$ cat src/rtl/truth_table_sweeper.sv
// Clocked truth-table sweeper: steps a minterm index through a combinational
// function, captures its output per minterm, and scores the table against a mask.
module truth_table_sweeper #(
    parameter  int N      = 3,
    parameter  int SETTLE = 1,
    localparam int T      = 1 << N
) (
    input  logic         clk,
    input  logic         rst_n,
    input  logic         start_i,
    input  logic [T-1:0] expect_i,
    input  logic         r_i,
    output logic [N-1:0] vec_o,
    output logic         busy_o,
    output logic         done_o,
    output logic [T-1:0] table_o,
    output logic         pass_o,
    output logic [N-1:0] fail_idx_o,
    output logic [N:0]   mismatch_cnt_o
);

    typedef enum logic [1:0] {
        S_IDLE,
        S_APPLY,
        S_SAMPLE,
        S_DONE
    } state_e;

    localparam logic [3:0]   SETTLE_LOAD = (SETTLE > 0) ? 4'(SETTLE - 1) : 4'd0;
    localparam state_e       FIRST_STATE = (SETTLE > 0) ? S_APPLY : S_SAMPLE;
    localparam logic [N-1:0] VEC_LAST    = {N{1'b1}};
    localparam logic [N-1:0] VEC_ONE     = N'(1);
    localparam logic [N:0]   CNT_ONE     = (N + 1)'(1);

    state_e       state_q, state_d;
    logic [3:0]   settle_q, settle_d;
    logic [N-1:0] vec_q, vec_d;
    logic         busy_q, busy_d;
    logic [T-1:0] table_q, table_d;
    logic         pass_q, pass_d;
    logic [N-1:0] fail_idx_q, fail_idx_d;
    logic [N:0]   mismatch_cnt_q, mismatch_cnt_d;
    logic [T-1:0] expect_q, expect_d;

    logic accept;
    logic mismatch;

    assign mismatch = (r_i != expect_q[vec_q]);

    // NOTE: every variable driven here gets a default before the case statement,
    // so no path leaves one unassigned and no latch is inferred.
    always_comb begin
        state_d        = state_q;
        settle_d       = settle_q;
        vec_d          = vec_q;
        busy_d         = busy_q;
        table_d        = table_q;
        pass_d         = pass_q;
        fail_idx_d     = fail_idx_q;
        mismatch_cnt_d = mismatch_cnt_q;
        expect_d       = expect_q;
        accept         = 1'b0;

        unique case (state_q)
            S_IDLE: begin
                accept = start_i;
            end
            S_APPLY: begin
                if (settle_q == 4'd0) begin
                    state_d = S_SAMPLE;
                end else begin
                    settle_d = settle_q - 4'd1;
                end
            end
            S_SAMPLE: begin
                table_d[vec_q] = r_i;
                if (mismatch) begin
                    mismatch_cnt_d = mismatch_cnt_q + CNT_ONE;
                    if (mismatch_cnt_q == '0) begin
                        fail_idx_d = vec_q;
                    end
                end
                if (vec_q == VEC_LAST) begin
                    state_d = S_DONE;
                    busy_d  = 1'b0;
                    pass_d  = (mismatch_cnt_q == '0) && !mismatch;
                end else begin
                    vec_d    = vec_q + VEC_ONE;
                    settle_d = SETTLE_LOAD;
                    state_d  = FIRST_STATE;
                end
            end
            S_DONE: begin
                // The edge that drops done also returns to idle, so a start seen
                // there is the earliest legal restart and is taken.
                state_d = S_IDLE;
                accept  = start_i;
            end
            default: begin
                state_d = S_IDLE;
            end
        endcase

        if (accept) begin
            expect_d       = expect_i;
            vec_d          = '0;
            table_d        = '0;
            pass_d         = 1'b0;
            fail_idx_d     = '0;
            mismatch_cnt_d = '0;
            busy_d         = 1'b1;
            settle_d       = SETTLE_LOAD;
            state_d        = FIRST_STATE;
        end
    end

    // NOTE: sequential state uses non-blocking assignments so every register
    // samples the pre-edge values, independent of statement order.
    always_ff @(posedge clk or negedge rst_n) begin
        if (!rst_n) begin
            state_q        <= S_IDLE;
            settle_q       <= '0;
            vec_q          <= '0;
            busy_q         <= 1'b0;
            table_q        <= '0;
            pass_q         <= 1'b0;
            fail_idx_q     <= '0;
            mismatch_cnt_q <= '0;
            expect_q       <= '0;
        end else begin
            state_q        <= state_d;
            settle_q       <= settle_d;
            vec_q          <= vec_d;
            busy_q         <= busy_d;
            table_q        <= table_d;
            pass_q         <= pass_d;
            fail_idx_q     <= fail_idx_d;
            mismatch_cnt_q <= mismatch_cnt_d;
            expect_q       <= expect_d;
        end
    end

    assign vec_o          = vec_q;
    assign busy_o         = busy_q;
    assign done_o         = (state_q == S_DONE);
    assign table_o        = table_q;
    assign pass_o         = pass_q;
    assign fail_idx_o     = fail_idx_q;
    assign mismatch_cnt_o = mismatch_cnt_q;

endmodule
$ cat config.mk
export PLATFORM = sky130hd
export DESIGN_NAME = truth_table_sweeper
export DESIGN_NICKNAME = d
export VERILOG_FILES = /design/src/rtl/truth_table_sweeper.sv
export SDC_FILE = /design/constraint.sdc
export NUM_CORES = 1
export LEC_CHECK = 0
export ABC_AREA = 1
export CORE_ASPECT_RATIO = 1.75
export CORE_MARGIN = 8
export CORE_UTILIZATION = 25
export CTS_BUF_LIST = sky130_fd_sc_hd__clkbuf_2 sky130_fd_sc_hd__clkbuf_4 sky130_fd_sc_hd__clkbuf_8
export CTS_CLUSTER_DIAMETER = 30
export DETAILED_ROUTE_END_ITERATION = 8
export DONT_BUFFER_PORTS = 1
export SKIP_CTS_REPAIR_TIMING = 1
export SYNTH_ARGS = -nofsm -noshare
export SYNTH_HDL_FRONTEND = slang
export SYNTH_SLANG_ARGS = --single-unit
export TNS_END_PERCENT = 5
$ cat constraint.sdc
create_clock -name clk -period 2.27 [get_ports clk]
set_clock_uncertainty 0.15 [all_clocks]
set_input_delay 0.227 -clock clk [delete_from_list [all_inputs] [get_ports clk]]
set_output_delay 0.227 -clock clk [all_outputs]
set_load 0.005 [all_outputs]
# After elaboration in Yosys (flattened, before gate mapping)
# Index checks and enable logic that the tools add are counted.
op_classes:
  eq_ne: 9
  n_lt_le_gt_ge: 2
  reduce_logical: 19
  n_mux: 32
  add_sub_neg: 3
ops:
  columns: ["cell", "n"]
  rows:
  - ["two-way mux 4 bit", 6]
  - ["two-way mux 3 bit", 7]
  - ["two-way mux 8 bit", 2]
  - ["two-way mux 1 bit", 9]
  - ["!= test 3 bit (second input constant)", 3]
  - ["bitwise mux 8 bit", 1]
  - ["logical NOT 4 bit", 2]
  - ["one-hot mux 4 bit (2 select lines)", 1]
  - ["AND reduction 2 bit", 4]
  - ["nonzero test 2 bit", 4]
  - ["two-way mux 2 bit", 3]
  - ["one-hot mux 2 bit (3 select lines)", 1]
  - ["AND reduction 3 bit", 2]
  - ["adder 4 x 1 -> 4 bit (second input constant)", 1]
  - ["== test 2 bit (second input constant)", 2]
  - ["less-than comparator 3 x 4 -> 1 bit (second input constant)", 1]
  - ["nonzero test 4 bit", 1]
  - ["subtractor 4 x 1 -> 4 bit (second input constant)", 1]
  - ["adder 3 x 1 -> 3 bit (second input constant)", 1]
  - ["binary-select mux 1 bit (select 3 bit)", 1]
  - ["demux 1 bit (select 3 bit)", 1]
  - ["== test 3 bit (second input constant)", 1]
  - [">= comparator 3 x 1 -> 1 bit (second input constant)", 1]
  - ["nonzero test 3 bit", 1]
  - ["other kinds (7)", 8]
totals:
  output_inout_bits: 21
  input_bits: 12
  register_bits: 34
  wordCells: 74

# Depth between registers and ports, before layout
depth:
  word_depth: 8
  depth_mapped: 14
  ltp_nobuf: 12

# Worst setup path after synthesis
# No wires, ideal clock.
synth_timing:
  path_type: "register -> register"
  start: "register state_q[0]"
  end: "register settle_q[2]"
  stages_incl_launch_ff: 10
  n_path_buf: 0
  required_time_ps: 2000
  arrival_time_ps: 1572
  path_slack_ps: 428
  setup_time_ps: 120
  cell_sequence: "dfrtp_1 > inv_1 > ha_1 > nand2_4 > clkinv_1 > nor3_2 > nor2_2 > nand2_1 > xor2_1 > nor2_1"
synth_between:
  elab_chain_cells: 5
synth_rtl:
  columns: ["element", "line", "rtl"]
  rows:
  - ["start: declaration", "35", "state_e state_q, state_d;"]
  - ["start signal: assignment", "131", "state_q <= state_d;"]
  - ["== test 2 bit / logical NOT 2 bit (equally long branches)", "64", "unique case (state_q)"]
  - ["OR reduction 2 bit (no line)", null, null]
  - ["two-way mux 1 bit", "64", null]
  - ["!= test 3 bit (no line) / nonzero test 3 bit (equally long branches)", null, null]
  - ["AND reduction 3 bit (no line)", null, null]
  - ["end signal: assignment", "132", "settle_q <= settle_d;"]
  - ["end: declaration", "36", "logic [3:0] settle_q, settle_d;"]
# Parallel ways exist; a longest one is shown, timed or not.
# A chain may end at the register's enable or synchronous reset.

# Worst setup path after layout
layout_timing:
  start: "register vec_q[0] (netlist: vec_o[0])"
  end: "register settle_q[3]"
layout_between:
  elab_chain_cells: 3
layout_rtl:
  columns: ["element", "line", "rtl"]
  rows:
  - ["start: declaration", "37", "logic [N-1:0] vec_q, vec_d;"]
  - ["start signal: assignment", "133", "vec_q <= vec_d;"]
  - ["== test 3 bit", "83", "if (vec_q == VEC_LAST) begin"]
  - ["!= test 3 bit (no line)", null, null]
  - ["AND reduction 3 bit (no line)", null, null]
# No other way between the ends.

==> reports/results.tsv <==
metric	value	unit
worstPathArrival	2070	ps
p_total	3.19	mW
relSlewSlack	49.4	%
multi_input_area	855	um^2
drive_above_1_share	13.1	%
fmax	487	MHz
internal-power	1.77	mW
detail-route-antenna-nets	0	
synth_seq_cells	34	
root_buffer	clkbuf_8	
grt_setup_unrepaired	no	
synth_area	1850	um^2
finalHoldViolations	2	
fin_area	2190	um^2
seqPwrFrac	32.9	%
p_sw	1.42	mW
drc	0	
crit_start	vec_o[0]	
finalCriticalPeriod	2050	ps
start_kind	register	
clk_pin_slew	70	ps
seq_area	851	um^2
io_buffers	0	
num_rows	41	
syn_avg_cell_area	8.17	um^2
worst-path-max-fanout	6	
dr.first_iter.drc_count	59	
required	2290	ps
p_per_area	1460	nW/um^2
min_period_over_period	90.4	%
antenna_found_initial	0	
fill_cells	786	
synth_nets	247	
post-route-util	30.5	%
post_drt_wl_per_cell	13.3	um
start_util	25.7	%
hold_path_class	input port to register	
post_dp_cell_area	1960	um^2
dp_slack	155	ps
dp_hpwl	3.41	mm
synthCells	226	
nets	265	
end_kind	register	
yosysWarningCount	0	
timing.rr.start	vec_o[0]	
path_class	register to register	
synth.top_cell.area_share	46.1	%
core_region_area	7180	um^2
cts_tree	built	
vdd_ir_drop_max	0.349	mV
vias	1481	
cts_max_level	2	
fin_hold_ws	-4.65	ps
diodes	0	
holdCritStartpoint	r_i	
worst_pin_slew	751	ps
finalSetupTns	0	ps
clk_path_buf_depth	2	
status	complete, but fails checks	
routabilityCongestion	0.796	
pwr-share-comb	49.2	%
ys_top_cells_by_area	dfrtp_1, nand2_1, ha_1, o21ai_0, inv_1	
clockPowerShare	18.0	%
grt_pass1_vias	1376	
io-pin-count	33	
swShare	44.6	%
violations	hold timing	
drtPass1Iterations	4	
viasPerCell	4.47	
grt_max_degree	35	
die_x	81.0	um
cts_buffers	5	
wirelength	4.39	mm
p_leak	1.14	nW
cap_violations	0	
dieArea	10500	um^2
clkLatencyLatePin	300	ps
yosysSeqAreaShare	46.1	%
synth_top_area_cell	dfrtp_1	
final_max_slew_viol_count	0	
grtUsageTotal	8.98	%
syn_to_final_growth	18.6	%
synthDistinctLibCells	31	
worst_slack	218	ps
clkSinkCount	34	
die_h	130	um
overflow	0	
grt_pass1_wl	7.17	mm
setup_violations	0	
## metal layers
metal / share of wire [%] / global-route usage [%] / vias up
li1: - / - / 764
met5: 0 / 0 / -
met2: 52 / 15.3 / 27
met4: 2.2 / 4.87 / 0
met1: 38 / 8.88 / 684
met3: 7.6 / 3.79 / 6
## cell usage in the layout (no fill, tap or decap), drive strengths merged
cell type | Yosys | layout
dlygate4sd3 | 0 | 9
nand3b | 1 | 1
a32oi | 1 | 1
clkbuf | 3 | 7
nor3b | 1 | 1
o311ai | 2 | 2
nand3 | 16 | 16
clkinvlp | 0 | 1
buf | 3 | 8
xor2 | 3 | 3
nor2 | 15 | 15
nand2 | 79 | 79
inv | 24 | 24
o21bai | 2 | 2
dfrtp | 34 | 34
o22ai | 1 | 1
nand4 | 6 | 6
bufinv | 0 | 1
a31oi | 1 | 1
ha | 9 | 9
nor3 | 1 | 1
o21ai | 22 | 22
or2 | 1 | 1
## through the flow
stage	hold WS, ps	instances
after global placement	-217	313
after global routing	13.6	331
after floorplan	-219	226
final	-4.65	331
after CTS	-533	321
after detailed placement	-217	313
## state kept, by name, indices dropped and copies added (netlist names), 2 cells and up
signal / flops
table_o: 8
vec_o: 3
state_q: 2
expect_q: 8
mismatch_cnt_o: 4
fail_idx_o: 3
settle_q: 4
## worst paths after layout
kind	slack [ps]	to	depth (start not counted)
worst min-delay path	-5	table_o[0]	2
worst max-delay path	220	settle_q[3]	6
worst max register to register	220	settle_q[3]	6
min in group asynchronous	250	vec_o[2]	2
max in group asynchronous	1550	table_o[4]	2
worst min register to register	330	expect_q[3]	2
## power by group through the flow
stage	combinational [mW]	clock (mW)	sequential [mW]
floorplan	1.21	0	1.02
global placement	1.51	0	1.07
detailed placement	1.55	0	1.08
CTS	1.56	0.584	1.06
global route	1.81	0.612	1.09
finish	1.57	0.574	1.05
## cells in the mapped netlist, drive strengths merged
| cell | instances |
|---|---|
| nand2 | 79 |
| dfrtp | 34 |
| inv | 24 |
| o21ai | 22 |
| nand3 | 16 |
| nor2 | 15 |
| ha | 9 |
| nand4 | 6 |
| buf | 3 |
| clkbuf | 3 |
| xor2 | 3 |
| o21bai | 2 |
| o311ai | 2 |
| a31oi | 1 |
| a32oi | 1 |
| clkinv | 1 |
| nand3b | 1 |
| nor3 | 1 |
| nor3b | 1 |
| o22ai | 1 |
| or2 | 1 |
## cell families (layout without fill, tap and decap cells)
family                     Yosys count  in the layout  share of synthesized area [%]
and+or+nand+nor                    120            120                           29.9
DFF                                 34             34                           46.1
buffers and inverters               31             50                           7.66
AOI/OAI and AO/OA                   29             29                           8.88
adders and majority gates            9              9                           6.10
xor gates and xnor gates             3              3                           1.42
## layout make-up
class,instances,share of cell area [%]
inverters,25,4.57
clock buffers,7,3.83
well taps,86,4.91
clock inverters,1,1.37
repair buffers,17,7.43
multi-input cells,161,39.0
flip-flops and latches,34,38.9
## worst max-delay path, stage by stage, from the launching register on
cell     delay [ps]
dfrtp_1         390
ha_1            200
ha_1            220
o21ai_0         620
inv_1           100
nor2_1          180
nor3b_1          70
Power figures use the tool's default switching activity.
